[config.mk]
export PLATFORM = sky130hd
export DESIGN_NAME = hilo_muldiv_ctrl_flat
export DESIGN_NICKNAME = d
export VERILOG_FILES = /design/src/rtl/hilo_muldiv_ctrl_if.sv /design/src/rtl/hilo_muldiv_ctrl.sv /design/src/flat_wrapper.sv
export SDC_FILE = /design/constraint.sdc
export NUM_CORES = 1
export LEC_CHECK = 0
export CAP_MARGIN = 15
export CORE_AREA = 5 5 192 194
export CTS_CLUSTER_DIAMETER = 80
export DETAILED_ROUTE_END_ITERATION = 7
export DIE_AREA = 0 0 197 199
export GPL_ROUTABILITY_DRIVEN = 0
export GPL_TIMING_DRIVEN = 1
export SYNTH_ARGS = -nofsm -noshare
export SYNTH_HDL_FRONTEND = slang
export SYNTH_SLANG_ARGS = --single-unit
[constraint.sdc]
create_clock -name clk -period 13.6 [get_ports clk]
set_input_delay 4.08 -clock clk [delete_from_list [all_inputs] [get_ports clk]]
set_output_delay 4.08 -clock clk [all_outputs]
set_load 0.1 [all_outputs]
[src/rtl/hilo_muldiv_ctrl_if.sv]
// hilo_muldiv_ctrl_if: issue-slot requests, flush, multiplier/divider handshake and HI/LO
// readback for the HI/LO controller. The controller side uses the slave modport; the
// execute stage and arithmetic units use the master modport.
interface hilo_muldiv_ctrl_if;
  logic        flush;

  logic        req0_valid;
  logic [3:0]  req0_op;
  logic [31:0] req0_a;
  logic [31:0] req0_b;
  logic        req1_valid;
  logic [3:0]  req1_op;
  logic [31:0] req1_a;
  logic [31:0] req1_b;

  logic        grant0;
  logic        grant1;
  logic        stall;
  logic        busy;
  logic [31:0] mf_data;

  logic        mul_start;
  logic        mul_signed;
  logic [31:0] mul_a;
  logic [31:0] mul_b;
  logic [63:0] mul_result;

  logic        div_start;
  logic        div_signed;
  logic [31:0] div_a;
  logic [31:0] div_b;
  logic        div_done;
  logic [63:0] div_result;

  logic [31:0] hi;
  logic [31:0] lo;

  modport master (
    output flush,
    output req0_valid, req0_op, req0_a, req0_b,
    output req1_valid, req1_op, req1_a, req1_b,
    input  grant0, grant1, stall, busy, mf_data,
    input  mul_start, mul_signed, mul_a, mul_b,
    output mul_result,
    input  div_start, div_signed, div_a, div_b,
    output div_done, div_result,
    input  hi, lo
  );

  modport slave (
    input  flush,
    input  req0_valid, req0_op, req0_a, req0_b,
    input  req1_valid, req1_op, req1_a, req1_b,
    output grant0, grant1, stall, busy, mf_data,
    output mul_start, mul_signed, mul_a, mul_b,
    input  mul_result,
    output div_start, div_signed, div_a, div_b,
    input  div_done, div_result,
    output hi, lo
  );
endinterface

[src/rtl/hilo_muldiv_ctrl.sv]
// hilo_muldiv_ctrl: owns architectural HI/LO, arbitrates the two issue slots (slot0 first),
// launches the fixed-latency multiplier / variable-latency divider and commits results.
// Optional macro HILO_MF_BYPASS_EN: a winning MFHI/MFLO is granted in a non-flushed
// completion cycle and reads the unit result directly instead of the committed HI/LO.
module hilo_muldiv_ctrl #(
  parameter int unsigned MUL_LAT = 2
) (
  input logic               clk,
  input logic               resetn,
  hilo_muldiv_ctrl_if.slave bus
);

  localparam logic [3:0] OpMfhi  = 4'd1;
  localparam logic [3:0] OpMflo  = 4'd2;
  localparam logic [3:0] OpMthi  = 4'd3;
  localparam logic [3:0] OpMtlo  = 4'd4;
  localparam logic [3:0] OpMult  = 4'd5;
  localparam logic [3:0] OpMultu = 4'd6;
  localparam logic [3:0] OpDiv   = 4'd7;
  localparam logic [3:0] OpDivu  = 4'd8;

  typedef enum logic [1:0] {StIdle, StMulWait, StDivWait, StDrain} state_e;

  state_e      state_q, state_d;
  logic [2:0]  cnt_q, cnt_d;
  logic [31:0] hi_q, hi_d;
  logic [31:0] lo_q, lo_d;

  logic        v0, v1, win_valid;
  logic [3:0]  win_op;
  logic [31:0] win_a, win_b;
  logic        win_mf, win_mul, win_div;
  logic        mul_done, div_fin;
  logic        idle_go, byp_go, take;
  logic [31:0] src_hi, src_lo;

  // Decode both slots and pick the winner; ops 9..15 count as NONE
  always_comb begin
    v0        = bus.req0_valid && (bus.req0_op >= OpMfhi) && (bus.req0_op <= OpDivu);
    v1        = bus.req1_valid && (bus.req1_op >= OpMfhi) && (bus.req1_op <= OpDivu);
    win_valid = v0 || v1;
    win_op    = v0 ? bus.req0_op : bus.req1_op;
    win_a     = v0 ? bus.req0_a : bus.req1_a;
    win_b     = v0 ? bus.req0_b : bus.req1_b;
    win_mf    = (win_op == OpMfhi) || (win_op == OpMflo);
    win_mul   = (win_op == OpMult) || (win_op == OpMultu);
    win_div   = (win_op == OpDiv) || (win_op == OpDivu);
    mul_done  = (state_q == StMulWait) && (cnt_q == 3'd1);
    div_fin   = (state_q == StDivWait) && bus.div_done;
    idle_go   = (state_q == StIdle) && !bus.flush && win_valid;
    byp_go    = 1'b0;
`ifdef HILO_MF_BYPASS_EN
    byp_go    = !bus.flush && win_valid && win_mf && (mul_done || div_fin);
`endif
    take      = idle_go || byp_go;
  end

  // MF read source: committed HI/LO, or the completing unit's result when bypassing
  always_comb begin
    src_hi = hi_q;
    src_lo = lo_q;
`ifdef HILO_MF_BYPASS_EN
    if (byp_go) begin
      if (mul_done) {src_hi, src_lo} = bus.mul_result;
      else          {src_hi, src_lo} = bus.div_result;
    end
`endif
  end

  // State register
  always_ff @(posedge clk or negedge resetn) begin
    if (!resetn) state_q <= StIdle;
    else         state_q <= state_d;
  end

  // Next-state logic
  always_comb begin
    state_d = state_q;
    unique case (state_q)
      StIdle: begin
        if (idle_go && win_mul)      state_d = StMulWait;
        else if (idle_go && win_div) state_d = StDivWait;
      end
      StMulWait: begin
        if (bus.flush || (cnt_q == 3'd1)) state_d = StIdle;
      end
      StDivWait: begin
        // A flush alone cannot cancel the divider; wait for its done in DRAIN
        if (bus.div_done)   state_d = StIdle;
        else if (bus.flush) state_d = StDrain;
      end
      StDrain: begin
        if (bus.div_done) state_d = StIdle;
      end
      default: state_d = StIdle;
    endcase
  end

  // HI/LO writes and multiplier countdown
  always_comb begin
    hi_d  = hi_q;
    lo_d  = lo_q;
    cnt_d = cnt_q;
    unique case (state_q)
      StIdle: begin
        if (idle_go) begin
          if (win_op == OpMthi) hi_d = win_a;
          if (win_op == OpMtlo) lo_d = win_a;
          if (win_mul)          cnt_d = 3'(MUL_LAT);
        end
      end
      StMulWait: begin
        if (bus.flush) begin
          cnt_d = 3'd0;
        end else begin
          cnt_d = cnt_q - 3'd1;
          if (cnt_q == 3'd1) {hi_d, lo_d} = bus.mul_result;
        end
      end
      StDivWait: begin
        if (bus.div_done && !bus.flush) {hi_d, lo_d} = bus.div_result;
      end
      default: ;
    endcase
  end

  // Datapath registers
  always_ff @(posedge clk or negedge resetn) begin
    if (!resetn) begin
      hi_q  <= '0;
      lo_q  <= '0;
      cnt_q <= '0;
    end else begin
      hi_q  <= hi_d;
      lo_q  <= lo_d;
      cnt_q <= cnt_d;
    end
  end

  // Outputs: grants, stall, MF data and launch-cycle-only unit operands
  always_comb begin
    bus.grant0     = take && v0;
    bus.grant1     = take && !v0;
    bus.stall      = (v0 && !(take && v0)) || (v1 && !(take && !v0));
    bus.busy       = (state_q != StIdle);
    bus.mf_data    = '0;
    if (take && (win_op == OpMfhi)) bus.mf_data = src_hi;
    if (take && (win_op == OpMflo)) bus.mf_data = src_lo;
    bus.mul_start  = idle_go && win_mul;
    bus.mul_signed = bus.mul_start && (win_op == OpMult);
    bus.mul_a      = bus.mul_start ? win_a : '0;
    bus.mul_b      = bus.mul_start ? win_b : '0;
    bus.div_start  = idle_go && win_div;
    bus.div_signed = bus.div_start && (win_op == OpDiv);
    bus.div_a      = bus.div_start ? win_a : '0;
    bus.div_b      = bus.div_start ? win_b : '0;
    bus.hi         = hi_q;
    bus.lo         = lo_q;
  end

endmodule

[src/flat_wrapper.sv]
// flat-port wrapper written by rule: the top's interface ports become plain ports
module hilo_muldiv_ctrl_flat 
#(
  parameter int unsigned MUL_LAT = 2
)
  (clk, resetn, bus_flush, bus_req0_valid, bus_req0_op, bus_req0_a, bus_req0_b, bus_req1_valid, bus_req1_op, bus_req1_a, bus_req1_b, bus_grant0, bus_grant1, bus_stall, bus_busy, bus_mf_data, bus_mul_start, bus_mul_signed, bus_mul_a, bus_mul_b, bus_mul_result, bus_div_start, bus_div_signed, bus_div_a, bus_div_b, bus_div_done, bus_div_result, bus_hi, bus_lo);
  hilo_muldiv_ctrl_if bus_i ();
  input logic clk;
  input logic resetn;
  input wire logic [$bits(bus_i.flush)-1:0] bus_flush;
  input wire logic [$bits(bus_i.req0_valid)-1:0] bus_req0_valid;
  input wire logic [$bits(bus_i.req0_op)-1:0] bus_req0_op;
  input wire logic [$bits(bus_i.req0_a)-1:0] bus_req0_a;
  input wire logic [$bits(bus_i.req0_b)-1:0] bus_req0_b;
  input wire logic [$bits(bus_i.req1_valid)-1:0] bus_req1_valid;
  input wire logic [$bits(bus_i.req1_op)-1:0] bus_req1_op;
  input wire logic [$bits(bus_i.req1_a)-1:0] bus_req1_a;
  input wire logic [$bits(bus_i.req1_b)-1:0] bus_req1_b;
  output wire logic [$bits(bus_i.grant0)-1:0] bus_grant0;
  output wire logic [$bits(bus_i.grant1)-1:0] bus_grant1;
  output wire logic [$bits(bus_i.stall)-1:0] bus_stall;
  output wire logic [$bits(bus_i.busy)-1:0] bus_busy;
  output wire logic [$bits(bus_i.mf_data)-1:0] bus_mf_data;
  output wire logic [$bits(bus_i.mul_start)-1:0] bus_mul_start;
  output wire logic [$bits(bus_i.mul_signed)-1:0] bus_mul_signed;
  output wire logic [$bits(bus_i.mul_a)-1:0] bus_mul_a;
  output wire logic [$bits(bus_i.mul_b)-1:0] bus_mul_b;
  input wire logic [$bits(bus_i.mul_result)-1:0] bus_mul_result;
  output wire logic [$bits(bus_i.div_start)-1:0] bus_div_start;
  output wire logic [$bits(bus_i.div_signed)-1:0] bus_div_signed;
  output wire logic [$bits(bus_i.div_a)-1:0] bus_div_a;
  output wire logic [$bits(bus_i.div_b)-1:0] bus_div_b;
  input wire logic [$bits(bus_i.div_done)-1:0] bus_div_done;
  input wire logic [$bits(bus_i.div_result)-1:0] bus_div_result;
  output wire logic [$bits(bus_i.hi)-1:0] bus_hi;
  output wire logic [$bits(bus_i.lo)-1:0] bus_lo;
  assign bus_i.flush = bus_flush;
  assign bus_i.req0_valid = bus_req0_valid;
  assign bus_i.req0_op = bus_req0_op;
  assign bus_i.req0_a = bus_req0_a;
  assign bus_i.req0_b = bus_req0_b;
  assign bus_i.req1_valid = bus_req1_valid;
  assign bus_i.req1_op = bus_req1_op;
  assign bus_i.req1_a = bus_req1_a;
  assign bus_i.req1_b = bus_req1_b;
  assign bus_grant0 = bus_i.grant0;
  assign bus_grant1 = bus_i.grant1;
  assign bus_stall = bus_i.stall;
  assign bus_busy = bus_i.busy;
  assign bus_mf_data = bus_i.mf_data;
  assign bus_mul_start = bus_i.mul_start;
  assign bus_mul_signed = bus_i.mul_signed;
  assign bus_mul_a = bus_i.mul_a;
  assign bus_mul_b = bus_i.mul_b;
  assign bus_i.mul_result = bus_mul_result;
  assign bus_div_start = bus_i.div_start;
  assign bus_div_signed = bus_i.div_signed;
  assign bus_div_a = bus_i.div_a;
  assign bus_div_b = bus_i.div_b;
  assign bus_i.div_done = bus_div_done;
  assign bus_i.div_result = bus_div_result;
  assign bus_hi = bus_i.hi;
  assign bus_lo = bus_i.lo;
  hilo_muldiv_ctrl #(.MUL_LAT(MUL_LAT)) u_core (.clk(clk), .resetn(resetn), .bus(bus_i));
endmodule
# == Word-level counts from Yosys, hierarchy flattened ==
# Index checks and enable logic that the tools add are counted.
# Widths: inputs -> output; s select.
# op_classes
n_addsub,1
n_mul,0
div_mod_pow,0
order_cmp,4
eq_ne,23
n_shift,0
muxes,32
bitwise_logic,0
reduce_logical,34
# ops
operator,n
$mux 32,18
$pmux 32 s3,2
$logic_and 1x1->1,17
$eq 4x3->1 const B,4
$ne 2x2->1 const B,7
$mux 2,6
$reduce_and 6->1,2
$mux 3,3
$eq 4x2->1 const B,2
$ge 4x1->1 const B,2
$le 4x4->1 const B,2
$pmux 2 s4,1
$ne 3x3->1 const B,2
$pmux 3 s2,1
$logic_or 1x1->1,5
$eq 2x2->1 const B,2
$eq 4x1->1 const B,1
$eq 4x4->1 const B,1
$logic_not 1->1,4
$mux 4,1
$ne 2x1->1 const B,2
$reduce_and 4->1,1
$reduce_bool 2->1,2
$eq 3x1->1 const B,1
other kinds (5),5
# totals
register_bits,69
latchBits,0
ram_bits,0
rom_bits,0
inputBits,270
out_inout_bits,232
word_cells,98
mem_count,0

# == Logic depth before layout (Yosys ltp) ==
# Gate-level depths: netlist (run 1).
# depth
depth_word,10
ltp_mapped,11
ltp_nobuf,8

# == Worst setup path after synthesis (run 1) ==
# OpenSTA, ideal clock, no wires.
# synth_path
path_type,input-to-output
start,input port bus_req0_op[2]
end,output port bus_grant1
arrival_ns,7.476
required_ns,9.520
slack_ns,2.044
path_stages,6
n_path_buf,3
path_cell_list,nor3_2 mux2_2 buf_2 buf_2 buf_1 nor3b_1
# synth_between
elab_chain_len,6
word_cells_on_any_way,8
classes_between,2 x order compare; 6 x reduce/logical
# synth_rtl
element,line,source
"start, declared",flat_wrapper.sv:12,input wire logic [$bits(bus_i.req0_op)-1:0] bus_req0_op;
$ge 4x1->1,hilo_muldiv_ctrl.sv:39,v0 = bus.req0_valid && (bus.req0_op >= OpMfhi) && (bus.req0_op <= OpDivu);
$logic_and 1x1->1,hilo_muldiv_ctrl.sv:39,
$logic_and 1x1->1 *,hilo_muldiv_ctrl.sv:39,
$logic_or 1x1->1,hilo_muldiv_ctrl.sv:41,win_valid = v0 || v1;
$logic_and 1x1->1,hilo_muldiv_ctrl.sv:50,idle_go = (state_q == StIdle) && !bus.flush && win_valid;
$logic_and 1x1->1 *,hilo_muldiv_ctrl.sv:143,bus.grant1 = take && !v0;
"end, declared",flat_wrapper.sv:20,output wire logic [$bits(bus_i.grant1)-1:0] bus_grant1;
# Every way passes the cells marked *; elsewhere a longest branch is shown, timed or not.

# == Worst setup path after layout (run 1) ==
# layout_path
start,input port bus_req0_op[3]
end,output port bus_div_a[31]
# layout_between
elab_chain_len,8
word_cells_on_any_way,13
classes_between,2 x order compare; 2 x eq/ne; 3 x mux; 6 x reduce/logical
# layout_rtl
element,line,source
$ge 4x1->1,hilo_muldiv_ctrl.sv:39,
$logic_and 1x1->1 (2 in a row),hilo_muldiv_ctrl.sv:39,
$mux 4,hilo_muldiv_ctrl.sv:42,win_op = v0 ? bus.req0_op : bus.req1_op;
$eq 4x3->1 / $eq 4x4->1 (equally long branches),hilo_muldiv_ctrl.sv:47,win_div = (win_op == OpDiv) || (win_op == OpDivu);
$logic_or 1x1->1,hilo_muldiv_ctrl.sv:47,
$logic_and 1x1->1,hilo_muldiv_ctrl.sv:153,bus.div_start = idle_go && win_div;
$mux 32 *,hilo_muldiv_ctrl.sv:155,bus.div_a = bus.div_start ? win_a : '0;
"end, declared",flat_wrapper.sv:31,output wire logic [$bits(bus_i.div_a)-1:0] bus_div_a;
# Marks and branches as above.

==> results of run 1 <==
[final timing paths]
kind                                                 endpoint                     startpoint  depth (start not counted)  slack [ps]
worst max register to register  u_core.bus.hi[31]$_DFFE_PN0P_  u_core.state_q[1]$_DFFE_PN0P_                          8       10490
worst max-delay path                            bus_div_a[31]                 bus_req0_op[3]                          8        1450
worst min register to register  u_core.bus.lo[22]$_DFFE_PN0P_  u_core.bus.lo[22]$_DFFE_PN0P_                          1         540
min in group asynchronous       u_core.bus.lo[11]$_DFFE_PN0P_                         resetn                          1        3890
worst min-delay path            u_core.bus.lo[22]$_DFFE_PN0P_  u_core.bus.lo[22]$_DFFE_PN0P_                          1         540
max in group asynchronous        u_core.bus.lo[9]$_DFFE_PN0P_                         resetn                          1        9100
[per-layer routing]
layer	vias to the layer above	share of wire [%]	track usage, %
li1	3502	-	-
met1	3547	41	20.2
met2	393	48	29.3
met3	50	8.1	4.81
met4	0	3.1	5.44
met5	-	0	0
[power by group through the flow]
stage | sequential (mW) | combinational (mW) | clock, mW
3_3_place_gp | 0.408 | 2.01 | 0
4_1_cts | 0.411 | 2.03 | 0.238
2_1_floorplan | 1.10 | 0.781 | 0
5_1_grt | 0.426 | 2.10 | 0.245
3_5_place_dp | 0.412 | 2.02 | 0
6_report | 0.411 | 2.01 | 0.226
[sequential cells by signal, summed over array words and instances (netlist names)]
signal	flops
u_core.bus.hi	32
u_core.bus.lo	32
u_core.cnt_q	3
u_core.state_q	2
[cells in the final DEF, fill, tap and decap left out, types with 3 or more instances in the layout]
| cell type | instances |
|---|---|
| ha_1 | 3 |
| o31ai_1 | 3 |
| mux2_4 | 31 |
| and2_1 | 3 |
| o21ai_4 | 3 |
| nor2b_1 | 36 |
| o211ai_1 | 4 |
| nand2b_1 | 3 |
| clkbuf_16 | 9 |
| nor2_1 | 167 |
| a21oi_1 | 68 |
| nand2_1 | 8 |
| clkinv_2 | 3 |
| buf_4 | 9 |
| nor3_1 | 4 |
| dfrtp_1 | 69 |
| a22oi_1 | 96 |
| o21ai_0 | 6 |
| inv_1 | 10 |
| clkdlybuf4s50_1 | 500 |
| mux2i_1 | 65 |
| mux2_2 | 34 |
[cell usage after synthesis, types with 4 or more instances]
cell      count  share of area, %
nor2_1      169                10
nor2b_1      36               3.7
buf_6         5              0.93
inv_1        10              0.62
o21ai_0       6              0.49
o211ai_1      4              0.49
a21oi_1      68               5.6
mux2_2       35               6.5
nand2_1       9              0.56
nor3_1        4              0.33
dfrtp_1      69                28
mux2_4       30               7.4
a22oi_1      96                12
buf_2        20               1.6
ha_1          6               1.2
clkbuf_1     34               2.1
buf_4         4              0.49
mux2i_1      65                11
buf_1         4              0.25
[area by class of cell]
cell class	instances	area (um2)
fill	3641	23300
timing repair buffer	509	5070
multi-input combinational	574	4070
sequential	69	1730
tap	461	577
clock buffer	10	229
inverter	11	41.3
clock inverter	6	38.8
antenna	2	5.00
[cells by family (layout without fill, tap and decap cells)]
family | count (synthesis) | in the layout | share of synthesized area (%)
and+or+nand+nor | 244 | 244 | 18.4
AOI/OAI and AO/OA | 193 | 193 | 21.0
muxes | 130 | 130 | 24.6
buffers and inverters | 78 | 536 | 6.09
DFF | 69 | 69 | 28.4
adders and majority gates | 6 | 6 | 1.23
xor gates and xnor gates | 1 | 1 | 0.268
other | 0 | 2 | 0
[through the flow]
stage / util (%) / total power, mW / setup WS, ps / instance area (um2) / hold slack, ps
floorplan: - / 1.88 / 2040 / 6080 / 522
global placement: 32.8 / 2.42 / 1500 / 11500 / 516
detailed placement: 32.8 / 2.44 / 1450 / 11500 / 524
CTS: 33.5 / 2.68 / 1430 / 11800 / 540
global route: 33.5 / 2.78 / 1250 / 11800 / 557
finish: 33.5 / 2.64 / 1450 / 11800 / 537
[critical path, cell delays in order]
cell	delay, ps
clkdlybuf4s50_1	570
or4b_1	600
and4_1	290
nor4_2	480
o21ai_4	300
buf_4	380
nor2_1	170
clkdlybuf4s50_1	1160
==> results.toml, run 1 <==
[status]
status = "finished, final reports clean"

[clocking]
cts_root_buf = "clkbuf_16"
cts_tree = "done"
htree_levels = 3
cts.path.max_buffers = 2
cts.sinks = 69
ctsResizeCount = 0
cts_setup_buffers = 0
cts_made_buffers = 9
postCtsHoldBufs = 0
clk_latency_ps = 340
clk_pin_slew_ps = 70

[synthesis]
synth_edf_count = 0
syn-num-nets = 997
ys_warn_count = 0
synthArstFlopShare_pct = 100
ys.flop_type = "dfrtp_1"
ys_seq_elements = 69
yosysSeqAreaShare_pct = 28.4
syn_area_mm2 = 0.00608
synth.avg_cell_area_um2 = 8.43
synth.distinct_cells = 52
synth_cells = 721

[global_route]
antenna_found_initial = 7
grt_usage_pct = 16.9
overflow = 0
grt_max_degree = 72
grt_pass1_wl_mm = 50.5
grt_pass1_vias = 8069

[pwr]
p_per_area_mw_per_mm2 = 225
clkPwrFrac_pct = 8.5
total_leakage_power_nw = 4.38
peakVddDrop_v = 0.000146
comb_power_share_pct = 75.9
power.share.switching_pct = 59.7
p_int_mw = 1.06
p_switching_mw = 1.58
seqPwrFrac_pct = 15.6

[worst_hold_path]
min_path_type = "flop to flop"

[routing]
vias = 7492
final_antenna_net_count = 0
initialDrtViolationCount = 407
wl_per_cell_um = 21.7
totalWireLength_mm = 35.6
via_per_inst = 4.56
drc_errors = 0
drtPass1Iterations = 4

[sta]
min_period_ps = 12150
maxSlewViolCount = 0
tightest_slew_ps = 1130
fmaxAchievable_ghz = 0.0823
rsz0062_at_grt = "false"
tns_ps = 0
max_slew_margin_pct = 24.5
skew_ps = 12.0
post-route-period-util_pct = 89.4
finalSetupViolations = 0
hold_violations = 0

[critical_path]
crit_fanout = 46
critPathRequiredTime_ps = 9520
start_kind = "input pin"
end_kind = "output pin"
path_class = "input pin to output pin"
arrival_ps = 8070

[placed_design]
dpl.hpwl_mm = 27.8
io_buffers = 501
dp.cells = 1624

[floorplanning]
die_w_um = 197
start_util_pct = 17.3
die-area_mm2 = 0.0392
rows = 69
core_area_mm2 = 0.0351
die_h_um = 199
io_pins = 502

[layout]
drive_gt1_share_pct = 8.99
layout.nets = 1450
syn2layout_area_growth_pct = 93.3
final_cells = 1642

[run]
cap_viol_max_count = 0
Power figures use the tool's default switching activity.
==> run 2: changes to the inputs <==
CAP_MARGIN = 20   (was 15)
==> results of run 2 <==
Same layout as run 1: the final DEF is identical, and so are final timing and power.
